===== src/rtl/fifo_mem_ctrl.sv =====
// Pointer, occupancy and flag controller that runs a dual-pointer memory as a circular FIFO.
// Define FIFO_ERR_EN to build the sticky overflow/underflow error flags; otherwise they are tied to 0.
module fifo_mem_ctrl #(
   parameter int unsigned MAIN_SIZE = 8,
   parameter int unsigned DATA_SIZE = 10
) (
   input  logic                 clk,
   input  logic                 reset,
   input  logic                 push,
   input  logic                 pop,
   input  logic [MAIN_SIZE:0]   almost_full_thr,
   input  logic [MAIN_SIZE:0]   almost_empty_thr,
   output logic                 write,
   output logic                 read,
   output logic [MAIN_SIZE-1:0] wr_ptr,
   output logic [MAIN_SIZE-1:0] rd_ptr,
   output logic [MAIN_SIZE:0]   count,
   output logic                 full,
   output logic                 empty,
   output logic                 almost_full,
   output logic                 almost_empty,
   output logic                 rd_valid,
   output logic                 err_overflow,
   output logic                 err_underflow
);

   localparam int unsigned DEPTH = 1 << MAIN_SIZE;
   localparam int unsigned CW    = MAIN_SIZE + 1;

   // The word width belongs to the attached memory; only sanity-check it here.
   if (DATA_SIZE < 1) begin : g_bad_data_size
      $error("fifo_mem_ctrl: DATA_SIZE must be at least 1");
   end

   logic push_acc;
   logic pop_acc;

   // Flags and accept decisions all come from the registered occupancy.
   always_comb begin
      full         = (count == CW'(DEPTH));
      empty        = (count == CW'(0));
      almost_full  = (count >= almost_full_thr);
      almost_empty = (count <= almost_empty_thr);
      push_acc     = push & ~full;
      pop_acc      = pop & ~empty;
      write        = push_acc & reset;
      read         = pop_acc & reset;
   end

   always_ff @(posedge clk) begin
      if (!reset) begin
         wr_ptr   <= '0;
         rd_ptr   <= '0;
         count    <= '0;
         rd_valid <= 1'b0;
      end else begin
         if (push_acc) wr_ptr <= wr_ptr + MAIN_SIZE'(1);
         if (pop_acc)  rd_ptr <= rd_ptr + MAIN_SIZE'(1);
         count    <= count + CW'(push_acc) - CW'(pop_acc);
         rd_valid <= pop_acc;
      end
   end

`ifdef FIFO_ERR_EN
   // Sticky until reset: a rejected request is recorded, never silently dropped.
   always_ff @(posedge clk) begin
      if (!reset) begin
         err_overflow  <= 1'b0;
         err_underflow <= 1'b0;
      end else begin
         if (push & full)  err_overflow  <= 1'b1;
         if (pop & empty)  err_underflow <= 1'b1;
      end
   end
`else
   assign err_overflow  = 1'b0;
   assign err_underflow = 1'b0;
`endif

endmodule

===== config.mk =====
export PLATFORM = sky130hd
export DESIGN_NAME = fifo_mem_ctrl
export DESIGN_NICKNAME = d
export VERILOG_FILES = /design/src/rtl/fifo_mem_ctrl.sv
export SDC_FILE = /design/constraint.sdc
export NUM_CORES = 1
export LEC_CHECK = 0
export CAP_MARGIN = 20
export CORE_AREA = 2 2 66 68
export CTS_BUF_LIST = sky130_fd_sc_hd__clkbuf_4 sky130_fd_sc_hd__clkbuf_8
export DETAILED_ROUTE_END_ITERATION = 16
export DIE_AREA = 0 0 68 70
export PLACE_DENSITY = 0.95
export SLEW_MARGIN = 20
export SYNTH_ARGS = -nofsm -noshare
export SYNTH_HDL_FRONTEND = slang
export SYNTH_SLANG_ARGS = --single-unit

===== constraint.sdc =====
create_clock -name clk -period 4.6 [get_ports clk]
set_clock_uncertainty 0.1 [all_clocks]
set_input_delay 0.92 -clock clk [delete_from_list [all_inputs] [get_ports clk]]
set_output_delay 0.92 -clock clk [all_outputs]
set_load 0.03 [all_outputs]

Word level (Yosys, flattened, before mapping)
Cells that the tools add are included.

Output and inout port bits: 34. Logic and storage cells: 18. Flip-flop bits (word level): 26.

Bitwise logic cells: 6. Reduce and logical (&&, ||, !) cells: 1. Eq/ne operators: 1. $lt $le $gt $ge: 2. $add $sub $neg: 4.

Operator list (number): $add A8 B1 Y8 const B (2); $add A9 B1 Y9 (1); $eq A9 B9 Y1 const B (1); $ge A9 B9 Y1 (1); $le A9 B9 Y1 (1); $logic_not A9 Y1 (1); $sub A9 B1 Y9 (1); $and A1 B1 Y1 (4); $not A1 Y1 (2).

Longest topological paths before layout
Gate-level depths: netlist (run 1).

Word-level depth: 5. Mapped depth: 12. Depth with buffers taken out: 12.

Worst setup path before layout (run 1)
Ideal clock, no wire load.

Path kind: input to output. Start: in almost_empty_thr[6]. End: out almost_empty. Slack: 1.047 ns. Stages: 6. Data arrival time: 2.533 ns. Cells stage by stage: inv_1 -> ha_1 -> a211oi_1 -> nor2_1 -> or3_1 -> o21ai_0.

Longest elaborated chain between the ends: 1.

Ends and longest elaborated chain: from (decl) (RTL line 12) `input logic [MAIN_SIZE:0] almost_empty_thr,`; $le A9 B9 Y1 (RTL line 43) `almost_empty = (count <= almost_empty_thr);`; to (decl) (RTL line 21) `output logic almost_empty,`.

Every way passes these cells.

Worst setup path after layout (run 1)
Same ends and word-level chain as after synthesis.

==> reports/summary.md, run 1 <==
Of all nets on the critical path, the largest fanout is 2. In this run the power density over the cells is 543 nW/um2. The tools report the clock root buffer as sky130_fd_sc_hd__clkbuf_8. By area the synthesized netlist is led by sky130_fd_sc_hd__dfxtp_1, sky130_fd_sc_hd__ha_1, sky130_fd_sc_hd__inv_1, sky130_fd_sc_hd__nor2_1, sky130_fd_sc_hd__a21oi_1. The cell area that synthesis handed to floorplanning was 2040 um2. Setup violations remaining at the end of the flow were counted as 0. The post-detailed-route via-to-cell ratio came out at 5.38. Initial antenna violation count: 0.

The die is 70 um tall. After detailed placement, the design holds a cell count of 344. Slew of the pin with the lowest slew margin: 0.671 ns. In this run the biggest area consumer among cell types represents 25.5% of the synthesized area. Setup repair after global routing left no endpoint under its margin. Traced cell by cell, the critical path runs through clkdlybuf4s50_1 > inv_1 > ha_1 > a211oi_1 > nor2_1 > or3_1 > o21ai_0 > clkdlybuf4s50_1.

The start point of the worst min-delay path was rd_ptr[7]. The number of clock buffers added by TritonCTS is 3. The number of flops mapped to enable cells by yosys works out to 0. The initial standard-cell utilization of the core is 49.2%, and the number of distinct standard cells referenced by the synthesized netlist is 49. For this run, the detailed router's first-pass iteration total came to 4.

The run gives 3.57 mm as the HPWL after detailed placement. The synthesis warning total came out at 0. Overall fraction of global-route tracks in use: 19.7%.

The worst hold-check path type was register to register. The cell type contributing the most total cell area after synthesis was sky130_fd_sc_hd__dfxtp_1. Internal power comes to 747 uW.

In this run switching power makes up 48.1% of total power. Hold is met by 0.370 ns. The tools report the reg-to-reg critical path endpoint as count[6]. The total chip power was 1.44 mW; the number of cell instances on the worst register-to-register path was 12. In this run the deepest clock path goes through 2 buffers. After floorplanning, the core was sized to cover 4140 um2. Counting instances, the worst hold path has a depth of 2. The tools report the headroom to the max-slew limit as 54.6%.

The first-pass GRT wire length is 7.44 mm. The largest individual stage delay along the critical path comes from the cell sky130_fd_sc_hd__clkdlybuf4s50_1. CTS saw 26 sinks. The clock network accounts for 8.8% of the total power.

The total negative setup slack was 0 ns; the share of synthesized flip-flops with an asynchronous set or reset was 0%. By instance count, the cell type seen most on the critical path is sky130_fd_sc_hd__clkdlybuf4s50_1. A synthesized cell averages 8.35 um2.

The max-slew violation count was 0; the internal reg-to-reg setup slack was 1.22 ns. The global route total overflow was 0. For the H-tree depth, the log shows 1.

The met2 demand-to-capacity share in global routing was 34.3%. The tools report the beginning of the worst register-to-register path as count[6]. After clock tree synthesis, the clock-pin slew on the worst setup and hold paths is 0.08 ns. In the routed design, unresolved DRC markers number 0. The upper clock frequency limit came out at 234 MHz. The later pin in the worst-skew pair is clocked with a latency of 0.27 ns. The number of register bits inferred by synthesis is 26, and the area overhead of the layout relative to synthesis is 30.1%. The post-layout minimum cycle time is 4.27 ns. The count of final hold-check violations was 0. TritonCTS built the clock tree. Combinational logic burns 67.1% of the power. Per report_power, the sequential group accounts for 24.1% of the total. The logs give 0 for the post-detailed-route count of antenna-violating nets and 244 for the number of instances in the synthesized netlist. The leading register cell type out of synthesis was sky130_fd_sc_hd__dfxtp_1. Most common cell in the netlist: sky130_fd_sc_hd__ha_1.

The part of the Yosys area used for sequential elements is 25.5%, and the number of I/O port buffers is 53. The run gives 692 uW as the net load switching power. In this run the static leakage power is 1.10 nW.

The run gives 3.58 ns as the endpoint required time on the critical path. For the weighted congestion reported at the end of routability-driven placement, the log shows 0.828. Horizontal die dimension: 68 um. Fraction of the cycle the final worst path needs: 92.9%. For this block, the initial DRC count from the detailed router was 72. The tools report the met3 usage in global routing as 4.51%. For the number of antenna diodes, the log shows 0. Data on the critical path arrives at its endpoint at 3.25 ns. Max-cap violations in this run came to 0. The most heavily used metal layer in global routing is met2. The flow ran to the end, and the final reports show no timing, DRC or antenna violations.

For this design the top-level I/O count stands at 56. The logs give 0 for the post-CTS setup repair buffer count and 0 for the number of gates resized after CTS. The met1 demand-to-capacity share in global routing came out at 24.0%.

The kind of critical path is input pin to output port. The die covers 4760 um2. The commonest cells after synthesis are sky130_fd_sc_hd__ha_1, sky130_fd_sc_hd__inv_1, sky130_fd_sc_hd__dfxtp_1. The per-cell routed wire length is 13.0 um, and the largest stage delay on the critical path is 0.70 ns. In the final design database the tool counted 351 nets. Entering global routing, the biggest net connects 22 pins. The worst setup path is captured at an output port.

For this block, the routed nets add up to 4.51 mm of wire. The kind of start point of the critical path is an input pin. The path with the worst hold slack has its endpoint at rd_ptr[7]. The detailed-route via count is 1867, and the worst-case vdd ir drop is 0.321 mV. Row count: 24. The hold buffer count at CTS is 0, and the final standard cell count with taps included and fillers excluded is 347. The via count of the first global-routing pass is 1740, and the proportion of layout cells with a drive suffix above 1 is 5.42%.
## cell families after synthesis
group,Yosys count,share of synthesized area (%)
simple gates,82,22.9
compound gates,50,17.7
mux,3,1.47
buf+inv,40,7.92
xor+xnor,10,4.30
fa+ha+maj,32,20.0
other cells,1,0.184
flops,26,25.5
## worst max-delay path: cells and delay by family
kind                     cells  cell delay (ns)
AO/OA/AOI/OAI                2             0.41
adder cells (fa/ha/maj)      1             0.30
buffers and inverters        3             1.21
AND/OR/NAND/NOR              2             0.42
## routing by layer
metal	part of all wire [%]	routed length, um
met5	0	0
met4	0.82	37
met3	3.5	156
met2	51	2300
met1	45	2020
## state kept, by name, summed over array words and instances (netlist names)
| signal | count |
|---|---|
| count | 9 |
| rd_ptr | 8 |
| rd_valid | 1 |
| wr_ptr | 8 |
## worst max-delay path by stage
stage,from,end,slack [ns],depth (start not counted)
2_1_floorplan,almost_empty_thr[6],almost_empty,1.05,6
3_3_place_gp,almost_empty_thr[6],almost_empty,0.40,8
3_5_place_dp,almost_empty_thr[6],almost_empty,0.37,8
4_1_cts,almost_empty_thr[6],almost_empty,0.38,8
5_1_grt,almost_empty_thr[6],almost_empty,0.24,8
6_report,almost_empty_thr[6],almost_empty,0.33,8
## area by class of cell
class                   instances  area (um2)
inverters                      32         120
flip-flops and latches         26         520
fillers                       348        1490
clock buffers                   3        41.3
multi-input cells             179        1360
well taps                      52        65.1
repair buffers                 55         546
## stage by stage
step	util [%]	worst slack [ns]	instance area (um2)
after CTS	64.0	0.377	2650
final	64.0	0.327	2650
after floorplan	-	1.05	2040
after detailed placement	63.0	0.370	2610
after global routing	64.0	0.245	2650
after global placement	63.0	0.402	2610
## power by group through the flow
stage	Combinational (mW)	Clock (mW)	Sequential, mW
6_report	0.966	0.126	0.347
5_1_grt	1.05	0.140	0.357
4_1_cts	0.961	0.130	0.348
3_5_place_dp	0.954	0	0.353
3_3_place_gp	0.920	0	0.351
2_1_floorplan	0.635	0	0.409
## cells in the final DEF, fill, tap and decap left out, types with 2 or more instances in the layout
| cell | n |
|---|---|
| sky130_fd_sc_hd__inv_2 | 2 |
| sky130_fd_sc_hd__nand4_1 | 6 |
| sky130_fd_sc_hd__dfxtp_1 | 26 |
| sky130_fd_sc_hd__inv_1 | 30 |
| sky130_fd_sc_hd__a21o_1 | 2 |
| sky130_fd_sc_hd__nor3_1 | 3 |
| sky130_fd_sc_hd__nor2b_1 | 3 |
| sky130_fd_sc_hd__mux2i_1 | 3 |
| sky130_fd_sc_hd__o31ai_1 | 2 |
| sky130_fd_sc_hd__a21oi_1 | 13 |
| sky130_fd_sc_hd__nor3_4 | 2 |
| sky130_fd_sc_hd__nand2b_1 | 7 |
| sky130_fd_sc_hd__a31oi_1 | 5 |
| sky130_fd_sc_hd__o21ai_0 | 8 |
| sky130_fd_sc_hd__nor2_1 | 22 |
| sky130_fd_sc_hd__clkbuf_8 | 3 |
| sky130_fd_sc_hd__o21a_1 | 2 |
| sky130_fd_sc_hd__buf_4 | 2 |
| sky130_fd_sc_hd__a311oi_1 | 2 |
| sky130_fd_sc_hd__xnor2_1 | 6 |
| sky130_fd_sc_hd__conb_1 | 2 |
| sky130_fd_sc_hd__ha_1 | 31 |
| sky130_fd_sc_hd__clkdlybuf4s50_1 | 53 |
| sky130_fd_sc_hd__nand2_1 | 14 |
| sky130_fd_sc_hd__xor2_1 | 4 |
| sky130_fd_sc_hd__a211o_1 | 2 |
| sky130_fd_sc_hd__nand3_1 | 9 |
| sky130_fd_sc_hd__nor4_1 | 4 |
| sky130_fd_sc_hd__o31ai_4 | 2 |
| sky130_fd_sc_hd__or4_1 | 2 |
| sky130_fd_sc_hd__o31a_1 | 2 |
| sky130_fd_sc_hd__a211oi_1 | 3 |
Note: power is estimated with default switching activity, not from simulation.
==> inputs of run 2 (changes only) <==
Settings changed: CORE_AREA 2 2 66 68 to 4 4 68 70, DIE_AREA 0 0 68 70 to 0 0 72 74.
==> reports/summary.md, run 2 (synthesis results as in run 1) <==
The critical path is of the input pin to output port type. For the upper clock frequency limit, the log shows 235 MHz (+0.46%). The critical path data arrival time was 3.23 ns (-0.02 ns). The detailed-route via count is 1930 (+3.4%), and the total buffers and inverters traversed by the critical path is 3 (unchanged).

The total power density per cell area came out at 551 nW/um2 (+1.6%). The fraction of the cycle the final worst path needs works out to 92.5% (-0.43 points). The first-pass GRT wire length is 8.49 mm (+14%), and the number of cell instances on the worst register-to-register path is 12 (unchanged). The instance count along the most critical hold path works out to 2 (unchanged). The y dimension of the die was 74 um (+5.7%); the largest fanout on the critical path was 2 (unchanged).

The filler cell count was 316 (-9.2%); the proportion of layout cells with a drive suffix above 1 was 5.42% (unchanged). The most numerous cell type found on the critical path is sky130_fd_sc_hd__clkdlybuf4s50_1. Kind of end point of the critical path: an output port.

The slew of the pin with the lowest slew margin was 0.629 ns (-0.0415 ns); the total wire length was 5.05 mm (+12%). TritonCTS built the clock tree. The logs give 0 (unchanged) for the count of final hold-check violations and 351 (unchanged) for the number of nets in the layout.

The top cell types in the final layout, fill and taps aside, are sky130_fd_sc_hd__clkdlybuf4s50_1, sky130_fd_sc_hd__ha_1, sky130_fd_sc_hd__inv_1. The placeable core region was 3970 um2 (-4.2%); the weighted congestion reported at the end of routability-driven placement was 0.818 (-1.2%). The per-cell routed wire length came out at 14.6 um (+13%). Setup repair after global routing left no endpoint under its margin. The detailed-route DRC error count is 0 (unchanged), and the HPWL after detailed placement is 3.97 mm (+11%). The maximum clock insertion buffer count was 2 (unchanged). The global route total overflow was 0 (unchanged).

The register name with the most flops was count. The horizontal die dimension works out to 72 um (+5.9%). Initial antenna violation count: 0 (unchanged).

The post-CTS setup repair buffer count is 0 (unchanged). The number of I/O port buffers was 53 (unchanged); the starting DRC count in detailed routing was 113 (+57%). Number of setup violations in the final report: 0 (unchanged). For the via count of the first global-routing pass, the log shows 1879 (+8.0%). Clock tree synthesis selected as its root buffer the cell sky130_fd_sc_hd__clkbuf_8.

The H-tree depth came out at 1 (unchanged). The flip-flop count of the largest register, all copies and words added is 9 (unchanged). The number of gates resized after CTS is 0 (unchanged), and the post-layout minimum cycle time is 4.25 ns (-0.0196 ns). For the full die area, the log shows 5330 um2 (+12%). The leakage power came out at 1.10 nW (unchanged).

The endpoint required time on the critical path was 3.58 ns (about the same). The setup slack at placement came out at 0.357 ns (-0.0133 ns). The flow ran to the end, and the final reports show no timing, DRC or antenna violations.

The run gives 0.27 ns (about the same) as the later-pin clock latency in the skew report. The row count is 23 (-4.2%). The start point of the worst min-delay path was rd_ptr[7]. The logs give 0 (unchanged) for the total of max-cap violations and 0 (unchanged) for the max-slew violation count. Kind of cell with the highest combined delay on the critical path: buffers and inverters. The signal on the critical path passes through clkdlybuf4s50_1 > inv_1 > ha_1 > a211oi_1 > nor2_1 > or3_1 > o21ai_0 > clkdlybuf4s50_1. The first-pass iteration count of the detailed router came out at 4 (unchanged).

The largest stage delay on the critical path works out to 0.69 ns (about the same). The boundary pin count is 56 (unchanged), and the maximum number of pins on one net before global-route repair is 22 (unchanged). The run gives 0.402 mV (+25%) as the worst-case vdd ir drop. The post-detailed-route via-to-cell ratio was 5.59 (+4.0%). Beginning of the worst register-to-register path: count[7]. The worst hold-check path type is register to register. The total negative setup slack was 0 ns (unchanged); the total CTS buffers was 3 (unchanged). The clock input transition at the sequential cells of the worst setup and hold paths is 0.09 ns (about the same). Leaving out fill and tap cells, the most frequent cell in the layout is sky130_fd_sc_hd__clkdlybuf4s50_1. For the headroom to the max-slew limit, the log shows 57.4% (+2.8 points).

The final critical-path setup slack is 0.346 ns (+0.0196 ns). The largest registers in the layout are count: 9 flops, rd_ptr: 8 flops, wr_ptr: 8 flops. Kind of start point of the critical path: an input pin. The internal reg-to-reg setup slack was 1.20 ns (-0.02 ns); the number of antenna diodes was 0 (unchanged). The logs give 19.5% (-0.24 points) for the overall fraction of global-route tracks in use and 26 (unchanged) for the number of clock sinks seen by CTS.

The area overhead of the layout relative to synthesis was 30.0% (about the same). The worst hold path terminates at rd_ptr[7]. The reg-to-reg critical path endpoint is count[6]. For the initial standard-cell utilization of the core, the log shows 51.3% (+2.1 points). The logs give 0 (unchanged) for the hold buffer count at CTS and 1.46 mW (+1.5%) for the total chip power. Cell with the biggest individual delay on the critical path: sky130_fd_sc_hd__clkdlybuf4s50_1.

The post-detailed-route count of antenna-violating nets was 0 (unchanged).
[run 2: worst reg2reg max path, stage by stage (launching register included)]
cell,delay [ns]
sky130_fd_sc_hd__dfxtp_1,0.37
sky130_fd_sc_hd__inv_1,0.10
sky130_fd_sc_hd__ha_1,0.31
sky130_fd_sc_hd__inv_2,0.16
sky130_fd_sc_hd__o31ai_4,0.46
sky130_fd_sc_hd__xor2_1,0.21
sky130_fd_sc_hd__ha_1,0.22
sky130_fd_sc_hd__inv_1,0.07
sky130_fd_sc_hd__fa_1,0.37
sky130_fd_sc_hd__nor2b_1,0.21
sky130_fd_sc_hd__o311ai_1,0.21
sky130_fd_sc_hd__a2111oi_0,0.41
sky130_fd_sc_hd__nand3b_1,0.15
[run 2: how the worst max path moves through the flow]
stage                              from            to  slack (ns)  cells after the start
floorplan           almost_empty_thr[6]  almost_empty        1.05                      6
global placement    almost_empty_thr[6]  almost_empty        0.40                      8
detailed placement  almost_empty_thr[6]  almost_empty        0.36                      8
CTS                 almost_empty_thr[6]  almost_empty        0.35                      8
global route        almost_empty_thr[6]  almost_empty        0.22                      8
finish              almost_empty_thr[6]  almost_empty        0.35                      8
[run 2: metal layers]
| metal | global-route usage [%] | share of wire, % |
|---|---|---|
| met5 | 0 | 0 |
| met4 | 2.71 | 0.040 |
| met1 | 24.0 | 42 |
| met3 | 2.84 | 4.8 |
| met2 | 36.9 | 53 |
[run 2: final cells by class]
| type | instances | area [um2] | share of cell area [%] |
|---|---|---|---|
| Inverter | 32 | 120 | 4.53 |
| Multi-Input combinational cell | 179 | 1360 | 51.3 |
| Clock buffer | 3 | 41.3 | 1.56 |
| Tap cell | 50 | 62.6 | 2.36 |
| Timing Repair Buffer | 55 | 546 | 20.6 |
| Sequential cell | 26 | 520 | 19.6 |
[run 2: per-stage QoR]
step	hold WS [ns]	instance area [um2]	utilization [%]	std cells
2_1_floorplan	0.489	2040	-	245
3_3_place_gp	0.355	2610	65.7	342
3_5_place_dp	0.370	2610	65.7	342
4_1_cts	0.382	2650	66.7	345
5_1_grt	0.405	2650	66.7	345
6_report	0.381	2650	66.7	345
[run 2: where the power goes]
group,switching (mW),internal (mW),total (mW)
combinational,0.560,0.420,0.981
sequential,0.0779,0.272,0.349
clock,0.0721,0.0588,0.131
